===== src/rtl/operand_replay_seq_pkg.sv =====
// Shared constants and types for the operand replay sequencer.
package operand_replay_seq_pkg;

  // Read width and read depth of the upstream re-readable operand buffer.
  localparam int VLSU_DATA_WIDTH = 32;
  localparam int VLSU_DEPTH      = 8;

  typedef enum logic [1:0] {
    IDLE   = 2'd0,
    STREAM = 2'd1,
    DRAIN  = 2'd2,
    FLUSH  = 2'd3
  } replay_state_e;

endpackage


===== src/rtl/operand_replay_seq.sv =====
// Replays a re-readable operand buffer num_passes times into one lane,
// through a single registered output stage with valid/ready handshake.
//
// state  | meaning
// -------+-----------------------------------------------------------
// IDLE   | waiting for start_i; counters cleared
// STREAM | popping elements while the buffer has data and the lane has room
// DRAIN  | final element popped; waiting for the output register to empty
// FLUSH  | one-cycle buffer flush and done pulse, then back to IDLE
module operand_replay_seq
  import operand_replay_seq_pkg::*;
#(
  parameter int DATA_WIDTH = VLSU_DATA_WIDTH,
  parameter int DEPTH      = VLSU_DEPTH,
  parameter int PASS_W     = 8
) (
  input  logic                  clk_i,
  input  logic                  rst_ni,
  input  logic                  start_i,
  input  logic [PASS_W-1:0]     num_passes_i,
  input  logic                  abort_i,
  input  logic                  buf_empty_i,
  input  logic [DATA_WIDTH-1:0] buf_data_i,
  output logic                  buf_pop_o,
  output logic                  buf_flush_o,
  output logic [DATA_WIDTH-1:0] data_o,
  output logic                  valid_o,
  input  logic                  ready_i,
  output logic                  last_elem_o,
  output logic                  last_pass_o,
  output logic                  busy_o,
  output logic                  done_o
);

  localparam int            EW        = (DEPTH > 1) ? $clog2(DEPTH) : 1;
  localparam logic [EW-1:0] ELEM_LAST = EW'(DEPTH - 1);

  replay_state_e state_q, state_d;

  logic [EW-1:0]         elem_cnt_q;
  logic [PASS_W-1:0]     pass_cnt_q;
  logic [PASS_W-1:0]     num_passes_q;
  logic [DATA_WIDTH-1:0] data_q;
  logic                  valid_q;
  logic                  last_elem_q;
  logic                  last_pass_q;

  logic pop;
  logic flush;
  logic abort_act;
  logic last_elem_now;
  logic last_pass_now;

  // Abort only has an effect while a job is actually moving data.
  assign abort_act     = abort_i & ((state_q == STREAM) | (state_q == DRAIN));
  assign last_elem_now = (elem_cnt_q == ELEM_LAST);
  assign last_pass_now = (pass_cnt_q == (num_passes_q - PASS_W'(1)));

  // State register.
  always_ff @(posedge clk_i or negedge rst_ni) begin
    if (!rst_ni) state_q <= IDLE;
    else         state_q <= state_d;
  end

  // Next-state logic plus the combinational pop and flush strobes.
  always_comb begin
    state_d = state_q;
    pop     = 1'b0;
    flush   = 1'b0;
    case (state_q)
      IDLE: begin
        if (start_i) state_d = (num_passes_i != '0) ? STREAM : FLUSH;
      end
      STREAM: begin
        if (abort_i) begin
          state_d = FLUSH;
        end else begin
          pop = ~buf_empty_i & (~valid_q | ready_i);
          if (pop && last_elem_now && last_pass_now) state_d = DRAIN;
        end
      end
      DRAIN: begin
        if (abort_i || !valid_q || ready_i) state_d = FLUSH;
      end
      FLUSH: begin
        flush   = 1'b1;
        state_d = IDLE;
      end
      default: state_d = IDLE;
    endcase
  end

  // Element and pass counters; the stored pass count is latched with start_i.
  always_ff @(posedge clk_i or negedge rst_ni) begin
    if (!rst_ni) begin
      elem_cnt_q   <= '0;
      pass_cnt_q   <= '0;
      num_passes_q <= '0;
    end else if (state_q == IDLE && start_i) begin
      elem_cnt_q   <= '0;
      pass_cnt_q   <= '0;
      num_passes_q <= num_passes_i;
    end else if (flush) begin
      elem_cnt_q   <= '0;
      pass_cnt_q   <= '0;
      num_passes_q <= '0;
    end else if (pop) begin
      if (last_elem_now) begin
        elem_cnt_q <= '0;
        pass_cnt_q <= pass_cnt_q + PASS_W'(1);
      end else begin
        elem_cnt_q <= elem_cnt_q + EW'(1);
      end
    end
  end

  // Output register: loads on pop, empties on handshake or abort.
  always_ff @(posedge clk_i or negedge rst_ni) begin
    if (!rst_ni) begin
      data_q      <= '0;
      valid_q     <= 1'b0;
      last_elem_q <= 1'b0;
      last_pass_q <= 1'b0;
    end else if (pop) begin
      data_q      <= buf_data_i;
      valid_q     <= 1'b1;
      last_elem_q <= last_elem_now;
      last_pass_q <= last_pass_now;
    end else if (abort_act || (valid_q && ready_i)) begin
      valid_q <= 1'b0;
    end
  end

  assign buf_pop_o   = pop;
  assign buf_flush_o = flush;
  assign done_o      = flush;
  assign busy_o      = (state_q != IDLE);
  assign data_o      = data_q;
  assign valid_o     = valid_q;
  assign last_elem_o = last_elem_q;
  assign last_pass_o = last_pass_q;

endmodule


===== config.mk =====
export PLATFORM = sky130hd
export DESIGN_NAME = operand_replay_seq
export DESIGN_NICKNAME = d
export VERILOG_FILES = /design/src/rtl/operand_replay_seq_pkg.sv /design/src/rtl/operand_replay_seq.sv
export SDC_FILE = /design/constraint.sdc
export NUM_CORES = 1
export LEC_CHECK = 0
export CAP_MARGIN = 15
export CORE_AREA = 3 3 81 83
export CTS_CLUSTER_DIAMETER = 60
export DETAILED_ROUTE_END_ITERATION = 8
export DIE_AREA = 0 0 84 86
export GPL_TIMING_DRIVEN = 0
export PLACE_DENSITY = 0.77
export SYNTH_ARGS = -nofsm -noshare
export SYNTH_HDL_FRONTEND = slang
export SYNTH_SLANG_ARGS = --single-unit

===== constraint.sdc =====
create_clock -name clk_i -period 2.6 [get_ports clk_i]
set_input_delay 0.52 -clock clk_i [delete_from_list [all_inputs] [get_ports clk_i]]
set_output_delay 0.52 -clock clk_i [all_outputs]
set_load 0.005 [all_outputs]

### Yosys cells after proc, flatten, opt, wreduce, memory -nomap -nowiden

Index checks and enable logic that the tools add are counted.

* add/subtract/negate cells: 3
* equality and inequality tests: 8
* multiplexer cells: 21
* bitwise gates (word level): 6
* reductions and logical operators: 17

Operators by type and width (number)
* $mux W8: 6
* $mux W3: 4
* $mux W2: 5
* $add A8 B1 Y8 const B: 1
* $eq A8 B8 Y1: 1
* $pmux W2 S4: 1
* $reduce_bool A8 Y1: 1
* $sub A8 B1 Y8 const B: 1
* $reduce_bool A2 Y1: 3
* $reduce_bool A3 Y1: 2
* $mux W1: 5
* $eq A2 B2 Y1 const B: 2
* $logic_and A1 B1 Y1: 4
* $add A3 B1 Y3 const B: 1
* $eq A3 B3 Y1 const B: 1
* $logic_or A1 B1 Y1: 3
* $ne A3 B2 Y1 const B: 1
* $reduce_and A3 Y1: 1
* $and A1 B1 Y1: 2
* $eq A2 B1 Y1 const B: 1
* $logic_not A2 Y1: 1
* $ne A2 B1 Y1 const B: 1
* $ne A2 B2 Y1 const B: 1
* $not A1 Y1: 2
* 3 further kinds: 4

* flip-flop bits (word level): 56
* output and inout bits: 39
* word-level logic and storage cells: 63

### Logic depth before layout (Yosys ltp)

* depth after elaboration: 8
* gate-level depth with buffers: 9
* depth with buffers taken out: 8

### Worst setup path before layout

No wires, ideal clock.

* kind: register -> output
* from: register state_q[1]
* to: output port buf_pop_o
* data arrival time: 1511 ps
* required time: 2080 ps
* path slack: 569 ps
* stages on the path, launching flop included: 7
* buffers on the path: 1
* cell sequence: dfrtp_1 -> inv_1 -> ha_1 -> nand2b_1 -> or3_1 -> inv_2 -> buf_1

* longest elaborated chain between the ends: 2

RTL lines
* start: declaration: RTL line operand_replay_seq.sv:38 `replay_state_e state_q, state_d;`
* start signal: assignment: RTL line operand_replay_seq.sv:62 `else state_q <= state_d;`
* $eq A2 B1 Y1: RTL line operand_replay_seq.sv:70 `case (state_q)`
* $mux W1: RTL line operand_replay_seq.sv:70
* end: declaration: RTL line operand_replay_seq.sv:24 `output logic buf_pop_o,`

No other way between the ends.

### Final worst setup path

* from: input port ready_i
* to: output port buf_pop_o

* longest elaborated chain between the ends: 4

RTL lines
* start: declaration: RTL line operand_replay_seq.sv:28 `input logic ready_i,`
* $or A1 B1 Y1: RTL line operand_replay_seq.sv:78 `pop = ~buf_empty_i & (~valid_q | ready_i);`
* $and A1 B1 Y1: RTL line operand_replay_seq.sv:78
* $mux W1: RTL line operand_replay_seq.sv:75 `if (abort_i) begin`
* $mux W1: RTL line operand_replay_seq.sv:70

No other way between the ends.

==> impl_metrics.tcl <==
set metrics [dict create \
    dr.pass1.iters 4 \
    relSlewSlack_pct 70.1 \
    clockRootBuffer "clkbuf_8" \
    crit_top_cell "clkdlybuf4s50_1" \
    fp.dieH_um 86 \
    rr_endpoint "pass_cnt_q[7]" \
    p_seq_share_pct 39.1 \
    drv_slew 0 \
    routed_via_density 4.84 \
    drt_iter0_drc 64 \
    switching_power_mw 1.29 \
    instances_no_fill 459 \
    synthArstFlopShare_pct 100 \
    r2r_slack_ns 0.42 \
    path_cells "clkdlybuf4s50_1 -> nor2b_1 -> or3_4 -> inv_4 -> clkdlybuf4s50_1" \
    crit_path_end_kind "primary output" \
    slowest_delay_ns 0.49 \
    final_common_cell "nand2_1" \
    maxCapViolCount 0 \
    io_pins 85 \
    path_depth 5 \
    grt_max_degree 40 \
    p_sw_share_pct 35.5 \
    syn_avg_cell_area_um2 9.22 \
    ant_nets 0 \
    core_area_mm2 0.00592 \
    max_freq_mhz 394 \
    hp-class "in -> async" \
    skew_ns 0.00782 \
    synth_seq_cells 56 \
    crit_buf_inv 3 \
    period_share_pct 97.6 \
    power_density_mw_per_mm2 968 \
    hpwl_um 4780 \
    final_nets 438 \
    grtUsageTotal_pct 18.5 \
    grt_pass1_vias 2355 \
    antennaDiodeCount 0 \
    area_delta_synth_final_pct 40.1 \
    ys_types 42 \
    p_int_mw 2.34 \
    p_leak_nw 1.78 \
    worstPathRequired_ns 2.08 \
    tns_ns 0 \
    worst_r2r_path_depth 9 \
    syn_nets 345 \
    rows 28 \
    p_total_mw 3.63 \
    cp_slowest_cell "clkdlybuf4s50_1" \
    clockBufferDepth 2 \
    cp_top_family "buffers and inverters" \
    grt_antenna_before_repair 0 \
    final_cell_mix "nand2_1 (115), clkdlybuf4s50_1 (82), dfrtp_1 (56)" \
    vias 2223 \
    synth_edf_count 0 \
    p_comb_share_pct 47.3 \
    fin_area_mm2 0.00375 \
    clockPowerShare_pct 13.6 \
    cp.arrival_ns 2.02 \
    place_inst 450 \
    grt_pass1_wl_um 10800 \
    crit_path_start_kind "input port" \
    status "finished, final reports clean" \
    worst_slew_pin_slew_ns 0.449 \
    wl_um 6380 \
    ys_seq_area_share_pct 52.4 \
    drive_gt1_share_pct 5.73 \
    cts_tree "done" \
    r2r_start "state_q[0]" \
    hold_viol_final 0 \
    grt.overflow.total 0 \
    avgRoutedWirePerCell_um 13.9 \
    finalCriticalPeriod_ns 2.54 \
    dpl_cell_area_mm2 0.00362 \
    nFillCells 484 \
    h-tree-depth 2 \
    multi_input_area_mm2 0.00122 \
    clock_sinks 56 \
    clkTransAtPathRegs_ns 0.10 \
    dieWidth_um 84 \
    io_buffer_count 84 \
    gp_congestion 0.796 \
    ff_latch_area_mm2 0.00140 \
    netlist_area_mm2 0.00268 \
    syn_inst 290 \
    insertion_delay_ns 0.31 \
    ir_drop_mv 0.492 \
    path_max_fanout 4 \
    setup_viol_count_final 0 \
    synth_warnings 0 \
    critical_path_class "in -> out" \
    cts_buffers 5 \
    route.detailed.drc 0 \
    initial_utilization_pct 45.2 \
    ys.flop_type "dfrtp_1" \
    dieArea_mm2 0.00722 \
    rsz0062_at_grt "false" \
]
layer usage:
layer  global-route usage (%)  routed length, um  up-vias
met2                     29.5               2890       68
met4                     5.26                 55        0
met1                     22.9               2810     1033
li1                         -                  -     1118
met3                     8.17                624        4
met5                        0                  0        -
repair_timing:
action,4_1_cts,5_1_grt
setup buffers,2,0
endpoints found under the setup margin,1,1
hold buffers,0,0
resized for setup,3,3
gates cloned,0,0
hold endpoints to repair,0,0
pin swaps,0,0
registers in the layout, indices dropped and copies added (netlist names):
register	count
data_o	32
elem_cnt_q	3
last_elem_o	1
last_pass_o	1
num_passes_q	8
pass_cnt_q	8
state_q	2
valid_o	1
through the flow:
stage               utilization [%]  hold slack, ns  worst slack [ns]
detailed placement             61.2           0.462            -0.616
CTS                            63.1           0.154            0.0239
finish                         63.3           0.142            0.0612
global placement               61.0           0.457            -0.766
global route                   63.3           0.160            0.0207
floorplan                         -           0.224             0.569
worst max path at each step:
stage                from         to  slack [ns]
2_1_floorplan  state_q[1]  buf_pop_o        0.57
3_3_place_gp       rst_ni  data_o[3]       -0.77
3_5_place_dp      abort_i  buf_pop_o       -0.62
4_1_cts        state_q[1]  buf_pop_o        0.02
5_1_grt           ready_i  buf_pop_o        0.02
6_report          ready_i  buf_pop_o        0.06
synthesized netlist by cell type, types with 2 or more instances:
| master | number | area, um^2 |
|---|---|---|
| a21o_1 | 3 | 22.5 |
| a21oi_1 | 4 | 20.0 |
| a31oi_1 | 2 | 12.5 |
| and2_1 | 3 | 18.8 |
| buf_1 | 3 | 11.3 |
| clkbuf_1 | 8 | 30.0 |
| dfrtp_1 | 56 | 1400 |
| ha_1 | 9 | 113 |
| inv_1 | 5 | 18.8 |
| mux2i_1 | 2 | 20.0 |
| nand2_1 | 115 | 432 |
| nand2b_1 | 7 | 43.8 |
| nand3_1 | 3 | 15.0 |
| nand4_1 | 2 | 12.5 |
| nor2_1 | 11 | 41.3 |
| nor2b_1 | 5 | 31.3 |
| nor3_1 | 5 | 25.0 |
| nor4_1 | 2 | 12.5 |
| o21ai_0 | 5 | 25.0 |
| o21ai_1 | 2 | 10.0 |
| o31ai_1 | 3 | 22.5 |
| xnor2_1 | 10 | 87.6 |
| xor2_1 | 6 | 52.6 |
final cells by class:
| type | count | area share (%) |
|---|---|---|
| Buffer | 11 | 1.20 |
| Clock buffer | 6 | 2.20 |
| Clock inverter | 2 | 0.267 |
| Inverter | 6 | 0.668 |
| Multi-Input combinational cell | 216 | 32.6 |
| Sequential cell | 56 | 37.4 |
| Tap cell | 75 | 2.50 |
| Timing Repair Buffer | 87 | 23.2 |
power by group through the flow:
stage          Sequential (mW)  Combinational (mW)  Clock [mW]
2_1_floorplan             1.41               0.871           0
3_3_place_gp              1.41                1.66           0
3_5_place_dp              1.43                1.69           0
4_1_cts                   1.41                1.73       0.507
5_1_grt                   1.46                1.92       0.537
6_report                  1.42                1.71       0.494
logic make-up after synthesis:
family	synth area share [%]
AND/OR/NAND/NOR	28.4
flip-flops	52.4
AO/OA/AOI/OAI	6.31
buffers and inverters	2.67
XOR/XNOR	5.24
adder cells (fa/ha/maj)	4.21
multiplexers	0.748
No activity file was read; power rests on OpenSTA's default activity.
